### src/rtl/mux_tree_pipe.sv
// Pipelined 2**SEL_W:1 mux tree, one register stage per level, valid/ready flow control.
// Optional MUX_TREE_PERF_CNT_EN adds a saturating 16-bit output handshake counter (xfer_cnt).
module mux_tree_pipe #(
    parameter int unsigned DATA_W = 1,
    parameter int unsigned SEL_W  = 5
) (
    input  logic                            clk,
    input  logic                            rst,
    input  logic [(2**SEL_W)*DATA_W-1:0]    inp,
    input  logic [SEL_W-1:0]                sel,
    input  logic                            in_valid,
    output logic                            in_ready,
    output logic [DATA_W-1:0]               out_data,
    output logic [SEL_W-1:0]                out_sel,
    output logic                            out_valid,
    input  logic                            out_ready
`ifdef MUX_TREE_PERF_CNT_EN
    ,
    output logic [15:0]                     xfer_cnt
`endif
);

    localparam int unsigned N = 2 ** SEL_W;

    logic [SEL_W-1:0] valid_vec;
    logic [SEL_W-1:0] load;

    assign in_ready = load[0] && !rst;

    for (genvar k = 0; k < SEL_W; k++) begin : g_lvl
        localparam int unsigned NODES = N >> (k + 1);

        logic [2*NODES*DATA_W-1:0] src;
        logic                      src_valid;
        logic [SEL_W-1:0]          src_sel;
        logic [NODES*DATA_W-1:0]   mux;
        logic [NODES*DATA_W-1:0]   data_q;
        logic                      valid_q;
        logic [SEL_W-1:0]          sel_q;

        if (k == 0) begin : g_head
            assign src       = inp;
            assign src_valid = in_valid;
            assign src_sel   = sel;
        end else begin : g_body
            assign src       = g_lvl[k-1].data_q;
            assign src_valid = g_lvl[k-1].valid_q;
            assign src_sel   = g_lvl[k-1].sel_q;
        end

        // A stage can load whenever any stage from here to the output has room,
        // which lets bubbles collapse while the output is stalled.
        assign load[k]      = out_ready || !(&valid_vec[SEL_W-1:k]);
        assign valid_vec[k] = valid_q;

        always_comb begin
            mux = '0;
            for (int j = 0; j < int'(NODES); j++) begin
                mux[j*DATA_W +: DATA_W] = src_sel[k] ? src[(2*j+1)*DATA_W +: DATA_W]
                                                     : src[(2*j)*DATA_W +: DATA_W];
            end
        end

        always_ff @(posedge clk) begin
            if (rst) begin
                valid_q <= 1'b0;
                data_q  <= '0;
                sel_q   <= '0;
            end else if (load[k]) begin
                valid_q <= src_valid;
                data_q  <= mux;
                sel_q   <= src_sel;
            end
        end
    end

    assign out_valid = g_lvl[SEL_W-1].valid_q;
    assign out_data  = g_lvl[SEL_W-1].data_q;
    assign out_sel   = g_lvl[SEL_W-1].sel_q;

`ifdef MUX_TREE_PERF_CNT_EN
    logic [15:0] xfer_cnt_q;

    always_ff @(posedge clk) begin
        if (rst) begin
            xfer_cnt_q <= '0;
        end else if (out_valid && out_ready && xfer_cnt_q != 16'hFFFF) begin
            xfer_cnt_q <= xfer_cnt_q + 16'd1;
        end
    end

    assign xfer_cnt = xfer_cnt_q;
`endif

endmodule

### config.mk
export PLATFORM = sky130hd
export DESIGN_NAME = mux_tree_pipe
export DESIGN_NICKNAME = d
export VERILOG_FILES = /design/src/rtl/mux_tree_pipe.sv
export SDC_FILE = /design/constraint.sdc
export NUM_CORES = 1
export LEC_CHECK = 0
export ABC_AREA = 0
export CAP_MARGIN = 10
export CORE_ASPECT_RATIO = 0.6
export CORE_UTILIZATION = 36
export CTS_CLUSTER_DIAMETER = 120
export DETAILED_ROUTE_END_ITERATION = 10
export DONT_BUFFER_PORTS = 1
export SKIP_CTS_REPAIR_TIMING = 1
export SYNTH_ARGS = -nofsm -noshare
export SYNTH_HDL_FRONTEND = slang
export SYNTH_SLANG_ARGS = --single-unit
### constraint.sdc
create_clock -name clk -period 1.43 [get_ports clk]
set_input_delay 0.143 -clock clk [delete_from_list [all_inputs] [get_ports clk]]
set_output_delay 0.143 -clock clk [all_outputs]
set_load 0.02 [all_outputs]
==> metrics.md, run 1 <==
| Metric | Value |
|---|---|
| # diodes | 0 |
| Hold Slack | -126.8 ps |
| GR Layer Usage met1 | 21.17% |
| FF-to-FF Start | out_valid$_SDFFE_PP0P_ |
| Routing usage on met2 | between 20 and 25% |
| Post-synth ARST share | 0% |
| Nets | 314 |
| Most frequent cell after synthesis | dfxtp_1 |
| Seq/Total Area, Yosys | a little under half |
| Period utilization | 100.6% |
| Clock power frac | between 50% and 60% |
| Sw power | 0.0009021 W |
| Yosys top cell by area | dfxtp_1 |
| DR pass1 iterations | 4 |
| Global-route wire length before repair | between 9000 and 10,000 µm |
| Final Hold Viols | just over 50 |
| HPWL Detailed | around 3600 µm |
| Total Routing Usage GR | 16.22% |
| Netlist cell types | 26 |
| Syn Std Cell Area | between 2000 and 3000 µm² |
| Final Setup Violations | 1 |
| Status | finished with violations |
| Footprint of the multi-input gates | ~1300 µm² |
| Flops & latches, synth | around 60 |
| RSZ-0062 raised after global routing | yes |
| Final GP Congestion | about 0.75 |
| YS warnings | 0 |
| Routed Antenna Nets | 0 |
| DR vias | 1,943 |
| Sequential cell area | about 1200 µm² |
| Synth Net Count | just over 300 |
| Pin count of the biggest net entering global routing | 68 |
| Worst path max stage delay | 300 ps |
| Initial antenna violation count | 0 |
| Maxcap violations | 0 |
| FF-to-FF End | g_lvl[1].data_q[2]$_SDFFE_PP0P_ |
| Share of post-route cells with drive strength above 1 | 21.94% |
| H-tree depth | 3 |
| Kind of critical path | reg -> out |
| Wire per inst | between 15 and 20 µm |
| Worst-margin pin slew | 473.7 ps |
| Endpoint, Worst Hold | g_lvl[0].data_q[12]$_SDFFE_PP0P_ |
| Max Fclk | a little under 700 MHz |
| Iteration-0 DRC Markers | about 140 |
| Final WS setup | -7.999 ps |
| Part of the power in registers | between 40% and 50% |
| Pleak | 1.187 nW |
| Die Y | 68.88 µm |
| Root Driver | clkbuf_16 |
| Die footprint | 7815 µm² |
| Gr busiest metal | met2 |
| Syn_area_per_cell | roughly 10 µm² |
| Vias in the first global route | roughly 1,900 |
| Worst path arrival time | approximately 1300 ps |
| CP max-delay cell | dfxtp_1 |
| Reg2reg setup slack | 40 ps |
| Fillcell total | 669 |
| Initial core utilization | between 30% and 40% |
| Synth cell count leaders | 61 x dfxtp_1, 38 x mux2i_1, 20 x nor2_1, 19 x a211oi_2, 16 x nor3_1 |
| Maximum fanout along the worst path | 5 |
| DR DRC count | 0 |
| Port-buffer cells | 0 |
| Vias/cell | about 5.1 |
| CP endpoint kind | output pin |
| CP startpoint kind | register |
| Tmin final | 1438 ps |
| Routed wire length | a little under 6000 µm |
| Clock transition at the registers of the reported paths | 50 ps |
| Min-delay src | rst |
| TritonCTS Buffers | 9 |
| Slew margin rel. | ~70% |
| Synth Flop Type | dfxtp_1 |
| Min-delay worst type | in -> reg |
| Area Overhead vs Synth | 18.23% |
| Die width | approximately 110 µm |
| Clk_skew | approximately 4 ps |
| Clock Sink Count | between 60 and 70 |
| Core region area | about 6900 µm² |
| Failing checks | hold timing, setup timing |
| Congestion Overflow GR | 0 |
| Syn Inst Count | about 270 |
| Met3 Resource Use GR | 7.343% |
| Synth top area share | 45.50% |
| Combinational cell fraction of total power | around 4.8% |
| Top post-synthesis cells by area | dfxtp_1 46%, mux2i_1 14%, a211oi_2 8.9% |
| Peak VDD IR | 0.7068 mV |
| Data required time of the worst path | about 1300 ps |
| TritonCTS clock tree | built |
| Cell Rows | 23 |
| Slew Limit Fails | 0 |
| Clk buf depth | 2 |
| Worst Hold Depth | 1 |
| Top Ports | just under 50 |
| Post-synth EDFFs | 0 |
| Reg2reg path depth | 4 |
| Switch share | between 20 and 25% |
| Pwr dens | approximately 1300 nW/µm² |
| Crit-path cells | and4b_2, buf_6, a31oi_4 |
| Setup TNS | -7.999 ps |
| Clock latency on the worst-skew pair | 330 ps |
| Internal | 0.003278 W |
[placed cells by master, fill, tap and decap left out, types with 5 or more instances in the layout]
master / instances
a211oi_1: 12
a211oi_2: 19
a21oi_1: 9
buf_4: 11
clkbuf_16: 9
dfxtp_1: 59
inv_1: 11
mux2i_1: 38
nand2_1: 11
nand2b_1: 11
nor2_1: 20
nor2b_1: 13
nor3_1: 16
o21ai_0: 5
o21ai_1: 5
[metal layers]
metal	part of all wire, %	up-vias
met5	0	-
met4	1.5	0
met3	5.8	8
met2	39	53
met1	54	916
li1	-	966
[area by class of cell]
type                            count  area share [%]
Multi-Input combinational cell    175           42.15
Timing Repair Buffer               15           4.535
Inverter                           11           1.301
Tap cell                          100           3.943
Clock buffer                       10           7.532
Sequential cell                    61           38.56
Clock inverter                      6           1.972
[kinds of logic after synthesis]
kind of cell	count (synthesis)	synth area share [%]
AOI/OAI and AO/OA	59	19.07
buffers and inverters	35	6.387
DFF	61	45.50
muxes	38	14.17
and+or+nand+nor	76	14.87
[state kept, by name (all words and copies together) (netlist names)]
register and count:
g_lvl.data_q 30, g_lvl.sel_q 20, out_sel 5, g_lvl.valid_q 4
out_data 1, out_valid 1
[metrics by stage]
stage               cells  power (W)  instance area, µm²  util (%)  worst slack, ps
finish                378   0.004180                3173     45.75           -7.999
global route          378   0.004353                3173     45.75           -45.72
CTS                   372   0.004228                3094     44.61           -240.7
detailed placement    356   0.002053                2793     40.27           -29.16
global placement      356   0.002048                2793     40.27            14.59
floorplan             269   0.002046                2690         -            49.78
[how the worst max path moves through the flow]
stage / start / end / slack (ps) / cells past startpoint
6_report: out_valid$_SDFFE_PP0P_ / in_ready / -8 / 3
5_1_grt: out_valid$_SDFFE_PP0P_ / in_ready / -50 / 3
4_1_cts: g_lvl[3].valid_q$_SDFFE_PP0P_ / in_ready / -240 / 3
3_5_place_dp: g_lvl[3].valid_q$_SDFFE_PP0P_ / g_lvl[0].data_q[15]$_SDFFE_PP0P_ / -30 / 3
3_3_place_gp: g_lvl[3].valid_q$_SDFFE_PP0P_ / g_lvl[0].data_q[15]$_SDFFE_PP0P_ / 10 / 3
2_1_floorplan: out_valid$_SDFFE_PP0P_ / in_ready / 50 / 4
[power groups by stage]
stage	combinational [W]	sequential, W	clock, W
after floorplan	0.000200	0.00185	0
after global placement	0.000193	0.00186	0
after detailed placement	0.000196	0.00186	0
after CTS	0.000198	0.00182	0.00221
after global routing	0.000224	0.00183	0.00230
final	0.000201	0.00182	0.00215
[critical path: cells and delay by family, from the launching register on]
family / cells / cell delay (ps)
flops: 1 / 300
simple gates: 1 / 300
compound gates: 1 / 210
buf+inv: 1 / 150
Power figures use the tool's default switching activity.
==> run 2, diff against run 1 <==
SKIP_LAST_GASP = 1   (was not set)
==> run 2 against run 1 <==
The flow still finishes with violations (hold timing, setup timing). Design area about the same. Worst hold slack better by 5.2 ps. Critical path depth unchanged. Non-clock buffer count unchanged. Cell count unchanged.
==> metrics.md, run 2 (synthesis gave the netlist of run 1 again) <==
| Metric | Value |
|---|---|
| Status | finished with violations |
| Failing checks | hold timing, setup timing |
| Hold Slack | -121.6 ps (+5.183 ps) |
| Clock latency on the worst-skew pair | 330 ps (about the same) |
| CP startpoint kind | register |
| Sequential cell area | 1221 µm² (-0.20%) |
| Iteration-0 DRC Markers | 141 (+1.4%) |
| Port-buffer cells | 0 (unchanged) |
| Clock transition at the registers of the reported paths | 50 ps (about the same) |
| Sw power | 0.0008982 W (-0.44%) |
| TritonCTS clock tree | built |
| Clk buf depth | 2 (unchanged) |
| Maxcap violations | 0 (unchanged) |
| Root Driver | clkbuf_16 |
| DR vias | 1,913 (-1.5%) |
| Cell Rows | 23 (unchanged) |
| Core region area | 6935 µm² (unchanged) |
| Die width | 113.5 µm (unchanged) |
| Max Fclk | 693.8 MHz (-0.23%) |
| Largest register FFs | 30 (unchanged) |
| Kind of critical path | reg -> out |
| Maximum fanout along the worst path | 5 (unchanged) |
| Nets | 314 (unchanged) |
| Global-route wire length before repair | 9232 µm (unchanged) |
| Final GP Congestion | 0.7492 (unchanged) |
| Die Y | 68.88 µm (unchanged) |
| Min-delay worst type | in -> reg |
| Top Ports | 49 (unchanged) |
| Die footprint | 7815 µm² (unchanged) |
| # diodes | 0 (unchanged) |
| TritonCTS Buffers | 9 (unchanged) |
| Initial antenna violation count | 0 (unchanged) |
| Tmin final | 1441 ps (+3.275 ps) |
| DR pass1 iterations | 4 (unchanged) |
| Part of the power in registers | 43.7% (about the same) |
| Reg with most FFs | g_lvl.data_q |
| Clock power frac | 51.5% (about the same) |
| RSZ-0062 raised after global routing | yes |
| Pleak | 1.186 nW (about the same) |
| Combinational cell fraction of total power | 4.8% (about the same) |
| Most frequent cells in the layout | 61 x dfxtp_1, 38 x mux2i_1, 20 x nor2_1 |
| Clock Sink Count | 61 (unchanged) |
| Worst path arrival time | 1300 ps (about the same) |
| Wire per inst | 15.44 µm (-0.46%) |
| Initial core utilization | 38.70% (unchanged) |
| Total Routing Usage GR | 16.22% (unchanged) |
| Most common cell after layout, fill and taps aside | dfxtp_1 |
| Vias/cell | 5.061 (-1.5%) |
| DR DRC count | 0 (unchanged) |
| Congestion Overflow GR | 0 (unchanged) |
| Clk_skew | 4.015 ps (+0.1002 ps) |
| H-tree depth | 3 (unchanged) |
| Pwr dens | 1317 nW/µm² (about the same) |
| Peak VDD IR | 0.7060 mV (-0.12%) |
| Worst-margin pin slew | 477.9 ps (+4.202 ps) |
| Final WS setup | -11.27 ps (-3.275 ps) |
| HPWL Detailed | 3583 µm (unchanged) |
| Slew Limit Fails | 0 (unchanged) |
| Slew margin rel. | 68.14% (-0.28 points) |
| Area Overhead vs Synth | 18.14% (about the same) |
| Internal | 0.003278 W (about the same) |
| Final Power | 0.004176 W (-0.10%) |
| Switch share | 21.51% (-0.072 points) |
| Vias in the first global route | 1,865 (unchanged) |
| Fillcell total | 666 (-0.45%) |
| Routed Antenna Nets | 0 (unchanged) |
| Routed wire length | 5838 µm (-0.46%) |
| CP endpoint kind | output pin |
| Share of post-route cells with drive strength above 1 | 21.22% (-0.72 points) |
| Final Setup Violations | 1 (unchanged) |
| Data required time of the worst path | 1290 ps (about the same) |
| Footprint of the multi-input gates | 1338 µm² (unchanged) |
| Final Hold Viols | 51 (unchanged) |
| Period utilization | 100.8% (+0.23 points) |
| Pin count of the biggest net entering global routing | 68 (unchanged) |
## run 2: worst paths after layout
kind / cells past startpoint / slack, ps / startpoint / end
worst min register to register: 2 / 450 / g_lvl[2].sel_q[1]$_SDFFE_PP0P_ / g_lvl[2].sel_q[1]$_SDFFE_PP0P_
worst max register to register: 3 / 20 / g_lvl[3].valid_q$_SDFFE_PP0P_ / g_lvl[0].data_q[1]$_SDFFE_PP0P_
worst min-delay path: 1 / -120 / rst / g_lvl[0].data_q[12]$_SDFFE_PP0P_
worst max-delay path: 3 / -10 / g_lvl[2].valid_q$_SDFFE_PP0P_ / in_ready
## run 2: power by group through the flow
stage               clock network [W]  logic, W  registers (W)
floorplan                           0  0.000200        0.00185
finish                        0.00215  0.000201        0.00182
global placement                    0  0.000193        0.00186
global route                  0.00230  0.000224        0.00183
CTS                           0.00221  0.000198        0.00182
detailed placement                  0  0.000196        0.00186
## run 2: through the flow
stage          util [%]  cell area [µm²]  setup WS, ps  TNS, ps  cells
3_5_place_dp      40.27             2793        -29.16   -66.31    356
2_1_floorplan         -             2690         49.78        0    269
3_3_place_gp      40.27             2793         14.59        0    356
4_1_cts           44.61             3094        -240.7   -544.2    372
6_report          45.72             3171        -11.27   -11.27    378
5_1_grt           45.72             3171        -49.62   -419.0    378
## run 2: per-layer routing
metal	share of wire [%]	track usage, %	vias up
li1	-	-	963
met1	52	21.17	885
met2	39	23.25	57
met3	7.1	7.343	8
met4	1.5	6.414	0
met5	0	0	-
## run 2: worst max-delay path, stage by stage, from the launching register on
cell and delay (ps):
dfxtp_1 320, and4b_2 290, buf_6 150, a31oi_4 210
## run 2: layout make-up
type	instances	share of cell area, %
Clock buffer	10	7.537
Clock inverter	6	1.973
Inverter	11	1.302
Multi-Input combinational cell	175	42.19
Sequential cell	61	38.52
Tap cell	100	3.946
Timing Repair Buffer	15	4.538
